$ cat config.mk
export PLATFORM = sky130hd
export DESIGN_NAME = fpu_sequencer
export DESIGN_NICKNAME = d
export VERILOG_FILES = /design/src/rtl/fpu_sequencer.sv
export SDC_FILE = /design/constraint.sdc
export NUM_CORES = 1
export LEC_CHECK = 0
export CORE_MARGIN = 1
export CORE_UTILIZATION = 47
export CTS_BUF_LIST = sky130_fd_sc_hd__clkbuf_4
export DETAILED_ROUTE_END_ITERATION = 10
export GPL_TIMING_DRIVEN = 1
export PLACE_DENSITY = 0.79
export SLEW_MARGIN = 0
export SYNTH_ARGS = -nofsm -noshare
export SYNTH_HDL_FRONTEND = slang
export SYNTH_SLANG_ARGS = --single-unit
export TNS_END_PERCENT = 100
$ cat constraint.sdc
create_clock -name clk -period 2.1 [get_ports clk]
set_input_delay 0.42 -clock clk [delete_from_list [all_inputs] [get_ports clk]]
set_output_delay 0.42 -clock clk [all_outputs]
set_load 0.02 [all_outputs]
$ cat src/rtl/fpu_sequencer.sv
// fpu_sequencer: command FSM that loads R1/R2, pulses fpu_add/fpu_sub and writes the result back to R1
// FPU_SEQ_CMD_QUEUE_EN adds a 2-entry in-order command FIFO in front of the FSM
module fpu_sequencer #(
    parameter int ADD_LAT = 5,
    parameter int SUB_LAT = 6,
    parameter int CNT_W   = 4
) (
    input  logic        clk,
    input  logic        rst_n,
    input  logic        cmd_valid,
    output logic        cmd_ready,
    input  logic [2:0]  cmd_op,
    input  logic [6:0]  cmd_e,
    input  logic [14:0] cmd_m,
    output logic        res_valid,
    output logic [6:0]  res_e,
    output logic [14:0] res_m,
    output logic        busy,
    output logic        fpu_rst,
    output logic        fpu_add,
    output logic        fpu_sub,
    output logic [6:0]  fpu_reg1_e,
    output logic [14:0] fpu_reg1_m,
    output logic [6:0]  fpu_reg2_e,
    output logic [14:0] fpu_reg2_m,
    input  logic [6:0]  fpu_res_e,
    input  logic [14:0] fpu_res_m,
    input  logic        fpu_idle
);
    typedef enum logic [1:0] {IDLE, ISSUE, WAIT, WRITE} state_t;
    state_t state, state_nx;
    logic [6:0] r1_e, r2_e;
    logic [14:0] r1_m, r2_m;
    logic [CNT_W-1:0] cnt;
    logic op_sub;
    logic hv, go, start;
    logic [2:0] hop;
    logic [6:0] he;
    logic [14:0] hm;

    assign go    = hv & (state == IDLE) & fpu_idle & !fpu_rst;
    assign start = go & (hop == 3'd3 | hop == 3'd4);

`ifdef FPU_SEQ_CMD_QUEUE_EN
    logic [24:0] q [2];
    logic wp, rp, push;
    logic [1:0] fill;

    assign cmd_ready = fill != 2'd2;
    assign push = cmd_valid & cmd_ready;
    assign hv = fill != 2'd0;
    assign {hop, he, hm} = q[rp];

    always_ff @(posedge clk or negedge rst_n) begin
        if (!rst_n) begin
            wp <= 1'b0;
            rp <= 1'b0;
            fill <= 2'd0;
            q[0] <= '0;
            q[1] <= '0;
        end else begin
            if (push) q[wp] <= {cmd_op, cmd_e, cmd_m};
            wp <= wp ^ push;
            rp <= rp ^ go;
            fill <= fill + {1'b0, push} - {1'b0, go};
        end
    end
`else
    assign cmd_ready = (state == IDLE) & fpu_idle & !fpu_rst;
    assign hv  = cmd_valid;
    assign hop = cmd_op;
    assign he  = cmd_e;
    assign hm  = cmd_m;
`endif

    always_comb begin
        state_nx = state == IDLE  ? (start ? ISSUE : IDLE) :
                   state == ISSUE ? WAIT :
                   state == WAIT  ? (cnt == CNT_W'(1) ? WRITE : WAIT) : IDLE;
    end

    always_ff @(posedge clk or negedge rst_n) begin
        if (!rst_n) begin
            state <= IDLE;
            {r1_e, r1_m} <= '0;
            {r2_e, r2_m} <= '0;
            {res_e, res_m} <= '0;
            cnt <= '0;
            op_sub <= 1'b0;
            res_valid <= 1'b0;
            fpu_rst <= 1'b1;
        end else begin
            state <= state_nx;
            fpu_rst <= 1'b0;
            res_valid <= 1'b0;
            if (go && hop == 3'd1) {r1_e, r1_m} <= {he, hm};
            if (go && hop == 3'd2) {r2_e, r2_m} <= {he, hm};
            if (go && hop == 3'd5) begin
                {res_e, res_m} <= {r1_e, r1_m};
                res_valid <= 1'b1;
            end
            if (start) op_sub <= hop == 3'd4;
            if (state == ISSUE) cnt <= op_sub ? CNT_W'(SUB_LAT) : CNT_W'(ADD_LAT);
            else if (state == WAIT) cnt <= cnt - CNT_W'(1);
            // operands stay frozen until this write-back, so the fpu sees stable inputs
            if (state == WRITE) begin
                {r1_e, r1_m} <= {fpu_res_e, fpu_res_m};
                {res_e, res_m} <= {fpu_res_e, fpu_res_m};
                res_valid <= 1'b1;
            end
        end
    end

    assign busy = state != IDLE;
    assign fpu_add = (state == ISSUE) & !op_sub;
    assign fpu_sub = (state == ISSUE) & op_sub;
    assign fpu_reg1_e = r1_e;
    assign fpu_reg1_m = r1_m;
    assign fpu_reg2_e = r2_e;
    assign fpu_reg2_m = r2_m;
endmodule
# Yosys cells after proc, flatten, opt, wreduce, memory -nomap -nowiden
# Cells that the tools add are included.
totals:
  latch_bits: 0
  input_bits: 51
  romBits: 0
  mem_count: 0
  reg_bits: 75
  ramBits: 0
classes:
  n_mul: 0
  n_lt_le_gt_ge: 0
  eq_ne: 9
  div_mod_pow: 0
  n_shift: 0
  add_sub_neg: 1
  reduce_logical: 10
  bitwise_logic: 9
  n_mux: 18
op_table:
  columns: ["op", "count"]
  rows:
  - ["$mux 15", 4]
  - ["$mux 7", 4]
  - ["$and 1x1->1", 8]
  - ["$mux 2", 4]
  - ["$mux 4", 2]
  - ["$reduce_bool 2->1", 4]
  - ["$eq 3x2->1 const B", 2]
  - ["$eq 3x3->1 const B", 2]
  - ["$eq 2x2->1 const B", 2]
  - ["$eq 4x1->1 const B", 1]
  - ["$mux 1", 4]
  - ["$sub 4x1->4 const B", 1]
  - ["$eq 3x1->1 const B", 1]
  - ["$logic_and 1x1->1", 3]
  - ["$eq 2x1->1 const B", 1]
  - ["$logic_not 1->1", 2]
  - ["$logic_not 2->1", 1]
  - ["$or 1x1->1", 1]

# Longest topological paths before layout
# Gate-level depths: netlist of run 1.
logic_depth:
  depth_word: 7
  depth_mapped: 7
  depth_no_buf: 5

# Least setup slack after synthesis of run 1
# OpenSTA, ideal clock, no wires.
synth_path:
  path_type: "register to output"
  from: "reg state[0]"
  to: "out cmd_ready"
  required_ps: 1680
  n_path_buf: 0
  t_arrival_ps: 1326
  stages_incl_launch_ff: 5
  path_slack_ps: 354
  cell_sequence: "dfrtp_1 inv_1 ha_1 inv_1 nor3b_1"
synth_between:
  elab_chain_cells: 3
synth_lines:
  columns: ["item", "line_no", "text"]
  rows:
  - ["start, declared", "31", "state_t state, state_nx;"]
  - ["start signal, assigned", "93", "state <= state_nx;"]
  - ["$logic_not 2->1", "69", "assign cmd_ready = (state == IDLE) & fpu_idle & !fpu_rst;"]
  - ["$and 1x1->1 (2 in series)", "69", null]
  - ["end, declared", "11", "output logic cmd_ready,"]
# Every way passes these cells.

# Worst setup path after layout of run 1
# Ends and elaborated chain as after synthesis.

==> impl_results.md, run 1 <==
- Status: completed
- Top cell type's share of synthesized area: 0.511
- Xor-xnor portion of the synthesized cell area: 0
- GPL Wtd Cong: 0.804
- Overall power: 6.63 mW
- Leakage: 2.15 nW
- Final hold viol count: 0
- Critical-path top delay cell: dfrtp_1
- TritonCTS clock tree: yes
- GRT Total Usage: 0.259
- Antenna diode count: 0
- Setup CP Type: reg2out
- Max transition margin: 0.640
- Setup_tns: 0 ps
- Layout Skew: 11.2 ps
- Top Layer Used: met4
- RSZ-0062 raised after global routing: true
- Initial Util: 0.492
- Die Span X: 89.8 µm
- Peak supply drop: 0.799 mV
- Post-synth net total: 388
- Top delay family on crit path: flip-flops
- NumNets Final: 509
- Layout cells sized above 1: 0.144
- Worst setup SP type: register
- Num ports: 123
- Core area: 7370 µm²
- Worst-path clk slew: 120 ps
- Routed vias: 3,213
- Clock Tree Root: clkbuf_4
- Met3 Routed Length: 756 µm
- # port buffers: 122
- Placed cell count: 539
- Register area: 1880 µm²
- Area growth syn-to-layout: 43.9%
- Worst slew pin tran: 540 ps
- CP cell instances: inv_1, ha_2, inv_1, nor3b_1, buf_2
- Number of vias per cell: 5.78
- Fin. max-slew vios: 0
- Largest net degree at the start of global routing: 90
- Pwr Density: 1270 nW/µm²
- Clk sinks: 75
- FF+latch count, synth: 75
- Adder-cell share of the synthesized area: 0.0207
- Syn Std Cell Area: 3630 µm²
- Worst Setup End Kind: output port
- Final worst path period share: 0.976
- Leading post-synthesis cells by cell area: dfrtp_1, mux2_4, a41oi_1, a211oi_1, nor2b_1
- Row count: 31
- Fill count: 547
- WP data required: 1680 ps
- WL final: 10,300 µm
- Synth Area in Simple Gates: 0.138
- Routed Antenna Nets: 0
- HPWL after DPL: 7130 µm
- Clock Latency Late Sink: 420 ps
- Area of the multi-input gates: 1580 µm²
- Post-synthesis mux area share: 0.0890
- Initial antenna violation count: 0
- Fmax achieved: 488 MHz
- Compound-Gate Fraction of Synth Area: 0.182
- Post-Route M1 WL: 4400 µm
- CP Max Fanout: 4
- Remaining DRCs: 0
- Max-Cap Viols: 0
- Fin area: 5220 µm²
- Critical Path AT: 1630 ps
- Leading area contributor after synthesis: dfrtp_1
- CTS Buffer Depth: 2
- Post-layout minimum cycle time: 2050 ps
- CP max stage delay: 450 ps
- Met2 WL post-DR: 5050 µm
- Die height: 89.8 µm
- Placed cell areas: 5010 µm²
- Initial DRC count: 204
- Routed WL per cell: 18.5 µm
- Full die area: 8070 µm²
- Avg Inst Size Synth: 11.0 µm²
- Seq/Total Area, Yosys: 0.518
- Largest family of logic cells by synthesized area: compound AO/OA/AOI/OAI gates
- Non-filler cells, final: 556
- Global-route wire length before repair: 16,500 µm
- WP buf/inv: 3
- 1st-pass router iterations: 4
- GR Overflow Total: 0
- Top cell by count, worst path: inv_1
- Count of yosys warnings during synthesis: 0
- Number of distinct library cells after synthesis: 34
- Finish-stage setup viols: 0
- Vias in the first global route: 3,272
- Cts bufs inserted: 9
- Htree depth: 3
- Cells after synthesis: 331
- Post-layout util: 0.708
- Worst Hold Class: in2async
==> metal layers <==
layer	vias to the layer above	track usage
li1	1474	-
met1	1593	0.337
met2	135	0.433
met3	11	0.0550
met4	0	0.0779
met5	-	0
==> repair_timing <==
item,4_1_cts,5_1_grt
hold buffers,1,0
endpoints found under the hold margin,37,0
setup endpoints to repair,4,3
gates resized for setup,13,3
buffers inserted,0,0
==> metrics by stage <==
stage	hold WS (ps)	setup slack, ps
floorplan	124	354
global placement	433	-32.6
detailed placement	433	-46.0
CTS	520	3.13
global route	530	-16.6
finish	507	51.0
==> power by group <==
part	switching [mW]	leakage (nW)	internal, mW
Clock	0.508	0.0978	0.609
Combinational	1.52	1.15	1.53
Sequential	0.435	0.902	2.03
==> final cells by class <==
| type | instances | area share |
|---|---|---|
| multi-input combinational | 217 | 0.303 |
| tap | 99 | 0.0237 |
| clock inverter | 6 | 0.0199 |
| inverter | 8 | 0.00576 |
| sequential | 75 | 0.360 |
| clock buffer | 10 | 0.0144 |
| timing repair buffer | 141 | 0.273 |
==> state kept, by name (all words and copies together), names as in the netlist <==
register	flops
fpu_reg2_m	15
fpu_reg2_e	7
cnt	4
res_e	7
fpu_rst	1
res_valid	1
fpu_reg1_m	15
op_sub	1
res_m	15
state	2
fpu_reg1_e	7
==> layout by cell type (no fill, tap or decap), types with 2 or more instances in the layout <==
| master | count |
|---|---|
| nand2_1 | 2 |
| buf_4 | 14 |
| ha_1 | 3 |
| clkbuf_4 | 10 |
| dfrtp_1 | 74 |
| nor3_1 | 2 |
| a211oi_1 | 22 |
| bufinv_16 | 3 |
| clkdlybuf4s50_1 | 117 |
| a41oi_1 | 22 |
| a21oi_1 | 23 |
| nor4_1 | 23 |
| nand3b_1 | 2 |
| buf_12 | 5 |
| o21ai_0 | 31 |
| clkdlybuf4s15_2 | 2 |
| clkinv_2 | 2 |
| mux2_4 | 20 |
| nor2b_1 | 24 |
| inv_1 | 8 |
| ha_2 | 2 |
| mux2_2 | 2 |
| nor2_1 | 24 |
==> worst reg2reg max path: stages (launching register included) <==
cell	delay, ps
dfrtp_1	450
inv_1	110
ha_2	210
and4b_1	370
nand4_4	140
buf_12	190
mux2_4	310
==> path summary, 6_finish.rpt <==
kind                                     start             end  slack [ps]  cells past startpoint
worst max-delay path                  state[0]       cmd_ready          50                      5
worst min-delay path                     rst_n   fpu_reg1_m[9]         510                      2
worst max register to register        state[0]   fpu_reg2_e[5]         200                      6
worst min register to register  fpu_reg2_m[14]  fpu_reg2_m[14]         530                      1
max in group asynchronous                rst_n   fpu_reg1_m[0]        1000                      3
min in group clk                fpu_reg2_m[14]  fpu_reg2_m[14]         530                      1
==> cell families (layout without fill, tap and decap cells) <==
family                     count (synthesis)  in the layout
AOI/OAI and AO/OA                        102            102
adders and majority gates                  6              6
buffers and inverters                     39            165
DFF                                       75             75
muxes                                     22             22
other                                      1              1
and+or+nand+nor                           86             86
==> cell usage after synthesis <==
library cell,instances
a22o_1,1
nor3_1,2
a2bb2oi_1,1
nand3_2,1
o31ai_1,1
nor4_1,23
a41oi_1,22
nor3b_1,1
o21bai_1,1
nand4_4,1
a21oi_1,23
buf_6,2
mux2_4,20
nand2_1,2
nand3b_1,2
nand3_1,1
and4b_1,1
a211oi_1,22
buf_4,3
nor2b_1,25
o21ai_0,31
mux2_2,2
buf_2,10
clkbuf_1,13
or3b_1,1
inv_1,8
buf_1,3
ha_1,6
nand4b_1,1
dfrtp_1,74
dfstp_2,1
and2_1,1
nor2_1,24
conb_1,1
Note: power is estimated with default switching activity, not from simulation.
==> run 2, diff against run 1 <==
--- a/config.mk
+++ b/config.mk
@@ -6,11 +6,10 @@
 export NUM_CORES = 1
 export LEC_CHECK = 0
 export CORE_MARGIN = 1
-export CORE_UTILIZATION = 47
-export CTS_BUF_LIST = sky130_fd_sc_hd__clkbuf_4
+export CORE_UTILIZATION = 46
 export DETAILED_ROUTE_END_ITERATION = 10
 export GPL_TIMING_DRIVEN = 1
-export PLACE_DENSITY = 0.79
+export PLACE_DENSITY = 0.78
 export SLEW_MARGIN = 0
 export SYNTH_ARGS = -nofsm -noshare
 export SYNTH_HDL_FRONTEND = slang
==> impl_results.md, run 2 (synthesis results as in run 1) <==
- Non-filler cells, final: 557 (was 556)
- Place WS: -31.9 ps (was -46.0 ps)
- GPL Wtd Cong: 0.795 (was 0.804)
- Routed Antenna Nets: 0 (unchanged)
- Layout cells sized above 1: 0.136 (was 0.144)
- NumNets Final: 508 (was 509)
- Post-layout minimum cycle time: 2030 ps (was 2050 ps)
- Critical-path top delay cell: dfrtp_1 (unchanged)
- Full die area: 8240 µm² (was 8070 µm²)
- Most frequent cells in the layout: clkdlybuf4s50_1, dfrtp_1, o21ai_0 (unchanged)
- Clock Latency Late Sink: 350 ps (was 420 ps)
- Cts bufs inserted: 9 (unchanged)
- Clk sinks: 75 (unchanged)
- Worst setup margin: 71.7 ps (was 51.0 ps)
- Placed cell count: 542 (was 539)
- Max transition margin: 0.652 (was 0.640)
- Final hold slack: 34.5 ps (was 507 ps)
- Antenna diode count: 0 (unchanged)
- # port buffers: 122 (unchanged)
- CP cell instances: inv_1, ha_2, nor2b_1, clkdlybuf4s15_1 (was inv_1, ha_2, inv_1, nor3b_1, buf_2)
- Die Span X: 90.8 µm (was 89.8 µm)
- GR Overflow Total: 0 (unchanged)
- Final worst path period share: 0.966 (was 0.976)
- Final hold viol count: 0 (unchanged)
- Worst Hold Class: in2async (unchanged)
- WP data required: 1680 ps (about the same)
- Critical Path AT: 1610 ps (was 1630 ps)
- WP buf/inv: 2 (was 3)
- RSZ-0062 raised after global routing: true (unchanged)
- Fin. max-slew vios: 0 (unchanged)
- CP max stage delay: 410 ps (was 450 ps)
- Worst slew pin tran: 522 ps (was 540 ps)
- Initial antenna violation count: 0 (unchanged)
- Routed WL per cell: 18.2 µm (was 18.5 µm)
- Commonest non-fill, non-tap cell in the layout: clkdlybuf4s50_1 (unchanged)
- Routed vias: 3,187 (was 3,213)
- Layout Skew: 7.52 ps (was 11.2 ps)
- CP Max Fanout: 8 (was 4)
- Num ports: 123 (unchanged)
- Reg-to-reg setup timing slack: 220 ps (was 200 ps)
- CTS Buffer Depth: 2 (unchanged)
- Global-route wire length before repair: 16,100 µm (was 16,500 µm)
- 1st-pass router iterations: 4 (unchanged)
- Setup Fix Bufs, Post-CTS: 0 (unchanged)
- Core area: 7690 µm² (was 7370 µm²)
- Finish-stage setup viols: 0 (unchanged)
- Placed cell areas: 5030 µm² (was 5010 µm²)
- Status: completed (unchanged)
- Fin area: 5210 µm² (was 5220 µm²)
- Setup CP Type: reg2out (unchanged)
- Worst setup SP type: register (unchanged)
- Pwr Density: 1250 nW/µm² (was 1270 nW/µm²)
- Worst-path clk slew: 70 ps (was 120 ps)
- Max-Cap Viols: 0 (unchanged)
- Initial DRC count: 197 (was 204)
- Leakage: 2.15 nW (about the same)
- Remaining DRCs: 0 (unchanged)
- Die height: 90.8 µm (was 89.8 µm)
- Fill count: 607 (was 547)
- Htree depth: 3 (unchanged)
- R2R Path End: fpu_reg2_e[3] (was fpu_reg2_e[5])
- Reg2reg start: state[0] (unchanged)
- Hold Buf Count CTS: 0 (was 1)
- Largest net degree at the start of global routing: 62 (was 90)
- Row count: 32 (was 31)
- FF-to-FF path depth: 6 (unchanged)
- Top delay family on crit path: buffers and inverters (was flip-flops)
- Initial Util: 0.472 (was 0.492)
- WL final: 10,200 µm (was 10,300 µm)
- Clock Tree Root: clkbuf_8 (was clkbuf_4)
- Area growth syn-to-layout: 43.6% (was 43.9%)
- Fmax achieved: 493 MHz (was 488 MHz)
- Vias in the first global route: 3,202 (was 3,272)
- GRT Total Usage: 0.250 (was 0.259)
- HPWL after DPL: 6900 µm (was 7130 µm)
- TritonCTS clock tree: yes (unchanged)
- Number of vias per cell: 5.72 (was 5.78)
- Setup_tns: 0 ps (unchanged)
- Worst Setup End Kind: output port (unchanged)
- Peak supply drop: 0.673 mV (was 0.799 mV)
-- run 2: cell types whose count changed in the layout (fill, tap and decap cells not counted), sizes merged --
| cell | previous run | this run |
|---|---|---|
| buf | 20 | 19 |
| bufinv | 3 | 0 |
| dlygate4sd3 | 1 | 0 |
| clkbuf | 10 | 14 |
| clkinv | 3 | 2 |
-- run 2: worst reg2reg max path, stage by stage, from the launching register on --
cell and delay [ps]:
dfrtp_1 410, inv_1 100, ha_2 210, and4b_1 380, nand4_4 160, buf_12 200, mux2_4 310
-- run 2: where the power goes --
group | switching (mW) | leakage (nW) | internal, mW
logic | 1.53 | 1.15 | 1.53
clock network | 0.507 | 0.0953 | 0.516
registers | 0.403 | 0.902 | 2.04
-- run 2: repair_timing --
item,CTS,global route
resized for setup,6,5
setup endpoints to repair,4,3
pin swaps,0,0
-- run 2: metrics by stage --
stage	power [mW]	utilization
after floorplan	3.95	-
after global placement	5.42	0.654
after detailed placement	5.52	0.654
after CTS	6.54	0.677
after global routing	6.85	0.677
final	6.52	0.677
-- run 2: area by class of cell --
class	instances	area [µm²]	area share
tap	102	128	0.0245
multi-input combinational	217	1570	0.302
inverter	8	30.0	0.00577
sequential	75	1880	0.361
timing repair buffer	140	1420	0.273
clock buffer	13	169	0.0324
clock inverter	2	10.0	0.00192
-- run 2: metal layers --
metal,track usage,vias to the layer above,wire length [µm]
met3,0.0572,14,824
met1,0.334,1575,4400
li1,-,1462,-
met4,0.0886,0,125
met5,0,-,0
met2,0.400,136,4800
-- run 2: worst max path at each step --
stage,from,end,slack [ps],cells after the start
after floorplan,state[0],cmd_ready,350,4
after detailed placement,fpu_idle,cmd_ready,-30,3
after global routing,state[1],fpu_add,-2,4
after CTS,state[0],cmd_ready,10,5
after global placement,fpu_idle,cmd_ready,-30,3
final,state[1],fpu_add,70,4
==> run 3, diff against run 2 <==
--- a/config.mk
+++ b/config.mk
@@ -5,11 +5,14 @@
 export SDC_FILE = /design/constraint.sdc
 export NUM_CORES = 1
 export LEC_CHECK = 0
+export CAP_MARGIN = 20
+export CELL_PAD_IN_SITES_DETAIL_PLACEMENT = 1
+export CELL_PAD_IN_SITES_GLOBAL_PLACEMENT = 2
 export CORE_MARGIN = 1
-export CORE_UTILIZATION = 46
+export CORE_UTILIZATION = 28
 export DETAILED_ROUTE_END_ITERATION = 10
 export GPL_TIMING_DRIVEN = 1
-export PLACE_DENSITY = 0.78
+export PLACE_DENSITY = 0.77
 export SLEW_MARGIN = 0
 export SYNTH_ARGS = -nofsm -noshare
 export SYNTH_HDL_FRONTEND = slang
==> impl_results.md, run 3 (synthesis results as in run 1) <==
- Die height: 116 µm (was 90.8 µm)
- Critical Path AT: 1580 ps (was 1610 ps)
- Placed cell count: 618 (was 542)
- Pwr Density: 1300 nW/µm² (was 1250 nW/µm²)
- Clock Latency Late Sink: 330 ps (was 350 ps)
- Setup CP Type: reg2out (unchanged)
- Antenna diode count: 0 (unchanged)
- Row count: 41 (was 32)
- Max-Cap Viols: 0 (unchanged)
- Vias in the first global route: 3,384 (was 3,202)
- Final hold slack: 83.9 ps (was 34.5 ps)
- Layout cells sized above 1: 0.154 (was 0.136)
- Fmax achieved: 500 MHz (was 493 MHz)
- GPL Wtd Cong: 0.747 (was 0.795)
- WP data required: 1680 ps (about the same)
- Worst-path clk slew: 60 ps (was 70 ps)
- Final worst path period share: 0.952 (was 0.966)
- HPWL after DPL: 7740 µm (was 6900 µm)
- Die Span X: 116 µm (was 90.8 µm)
- Area of the multi-input gates: 1570 µm² (about the same)
- Placed cell areas: 5160 µm² (was 5030 µm²)
- Initial DRC count: 116 (was 197)
- Finish-stage setup viols: 0 (unchanged)
- Non-filler cells, final: 633 (was 557)
- # port buffers: 122 (unchanged)
- GRT Total Usage: 0.180 (was 0.250)
- Setup Fix Bufs, Post-CTS: 0 (unchanged)
- Worst setup SP type: register (unchanged)
- Cts bufs inserted: 9 (unchanged)
- Fill count: 1,385 (was 607)
- Post-layout minimum cycle time: 2000 ps (was 2030 ps)
- CTS Buffer Depth: 2 (unchanged)
- Hold Buf Count CTS: 0 (unchanged)
- Initial Util: 0.287 (was 0.472)
- Worst Hold Class: in2async (unchanged)
- TritonCTS clock tree: yes (unchanged)
- Full die area: 13,400 µm² (was 8240 µm²)
- 1st-pass router iterations: 4 (unchanged)
- Reg-to-reg setup timing slack: 250 ps (was 220 ps)
- Core area: 12,600 µm² (was 7690 µm²)
- Initial antenna violation count: 0 (unchanged)
- Fin area: 5450 µm² (was 5210 µm²)
- WL final: 11,300 µm (was 10,200 µm)
- CP Max Fanout: 8 (unchanged)
- Num ports: 123 (unchanged)
- Layout Skew: 4.65 ps (was 7.52 ps)
- CP cell instances: inv_1, ha_2, nor2b_1, clkdlybuf4s15_1 (unchanged)
- Clock Tree Root: clkbuf_16 (was clkbuf_8)
- Worst Setup End Kind: output port (unchanged)
- WP buf/inv: 2 (unchanged)
- GR Overflow Total: 0 (unchanged)
- RSZ-0062 raised after global routing: false (was true)
- Register area: 1880 µm² (unchanged)
- Routed WL per cell: 17.8 µm (was 18.2 µm)
- Remaining DRCs: 0 (unchanged)
- Global-route wire length before repair: 18,300 µm (was 16,100 µm)
- Routed vias: 3,141 (was 3,187)
- Area growth syn-to-layout: 50.3% (was 43.6%)
- Most frequent cells in the layout: clkdlybuf4s50_1, dfrtp_1, o21ai_0 (unchanged)
- Final hold viol count: 0 (unchanged)
- Routed Antenna Nets: 0 (unchanged)
- NumNets Final: 514 (was 508)
- Status: completed (unchanged)
- Largest net degree at the start of global routing: 76 (was 62)
- Top delay family on crit path: buffers and inverters (unchanged)
- Clk sinks: 75 (unchanged)
- Commonest non-fill, non-tap cell in the layout: clkdlybuf4s50_1 (unchanged)
- Fin. max-slew vios: 0 (unchanged)
- Leakage: 2.24 nW (was 2.15 nW)
- CP max stage delay: 400 ps (was 410 ps)
- Htree depth: 3 (unchanged)
- Peak supply drop: 0.517 mV (was 0.673 mV)
- Critical-path top delay cell: dfrtp_1 (unchanged)
- Number of vias per cell: 4.96 (was 5.72)
==> run 3: cell type report <==
cell class	count	share of cell area
clock inverters	5	0.00987
flip-flops and latches	75	0.345
repair buffers	146	0.268
multi-input cells	217	0.289
clock buffers	10	0.0438
well taps	172	0.0395
inverters	8	0.00551
==> run 3: path summary, 6_finish.rpt <==
check / from / to / cells past startpoint
max in group asynchronous: rst_n / fpu_rst / 2
setup / recovery: state[1] / fpu_add / 4
min in group clk: fpu_reg2_m[6] / fpu_reg2_m[6] / 1
setup reg to reg: state[0] / fpu_reg2_m[7] / 7
hold / removal: rst_n / cnt[2] / 2
hold reg to reg: fpu_reg2_m[6] / fpu_reg2_m[6] / 1
==> run 3: per-layer routing <==
metal,up-vias,share of wire,track usage
li1,1473,-,-
met1,1569,0.46,0.244
met2,84,0.46,0.281
met3,15,0.055,0.0413
met4,0,0.018,0.0658
met5,-,0,0
==> run 3: repair_timing <==
action                                 4_1_cts  5_1_grt
setup endpoints to repair                    4        3
endpoints found under the hold margin        0        0
resized for setup                            8        5
==> run 3: power by group <==
| group | internal, mW | switching (mW) | leakage (nW) | total, mW |
|---|---|---|---|---|
| registers | 2.04 | 0.431 | 0.902 | 2.47 |
| clock network | 0.941 | 0.596 | 0.148 | 1.54 |
| logic | 1.53 | 1.52 | 1.19 | 3.06 |
==> run 3: per-stage QoR <==
stage                     power [mW]   util  TNS, ps  setup slack [ps]
final                           7.06  0.432        0              99.9
after global placement          5.49  0.409     -500             -48.7
after detailed placement        5.58  0.409     -414             -73.3
after global routing            7.51  0.432        0             0.524
after CTS                       7.15  0.432        0              23.3
after floorplan                 3.95      -        0               354
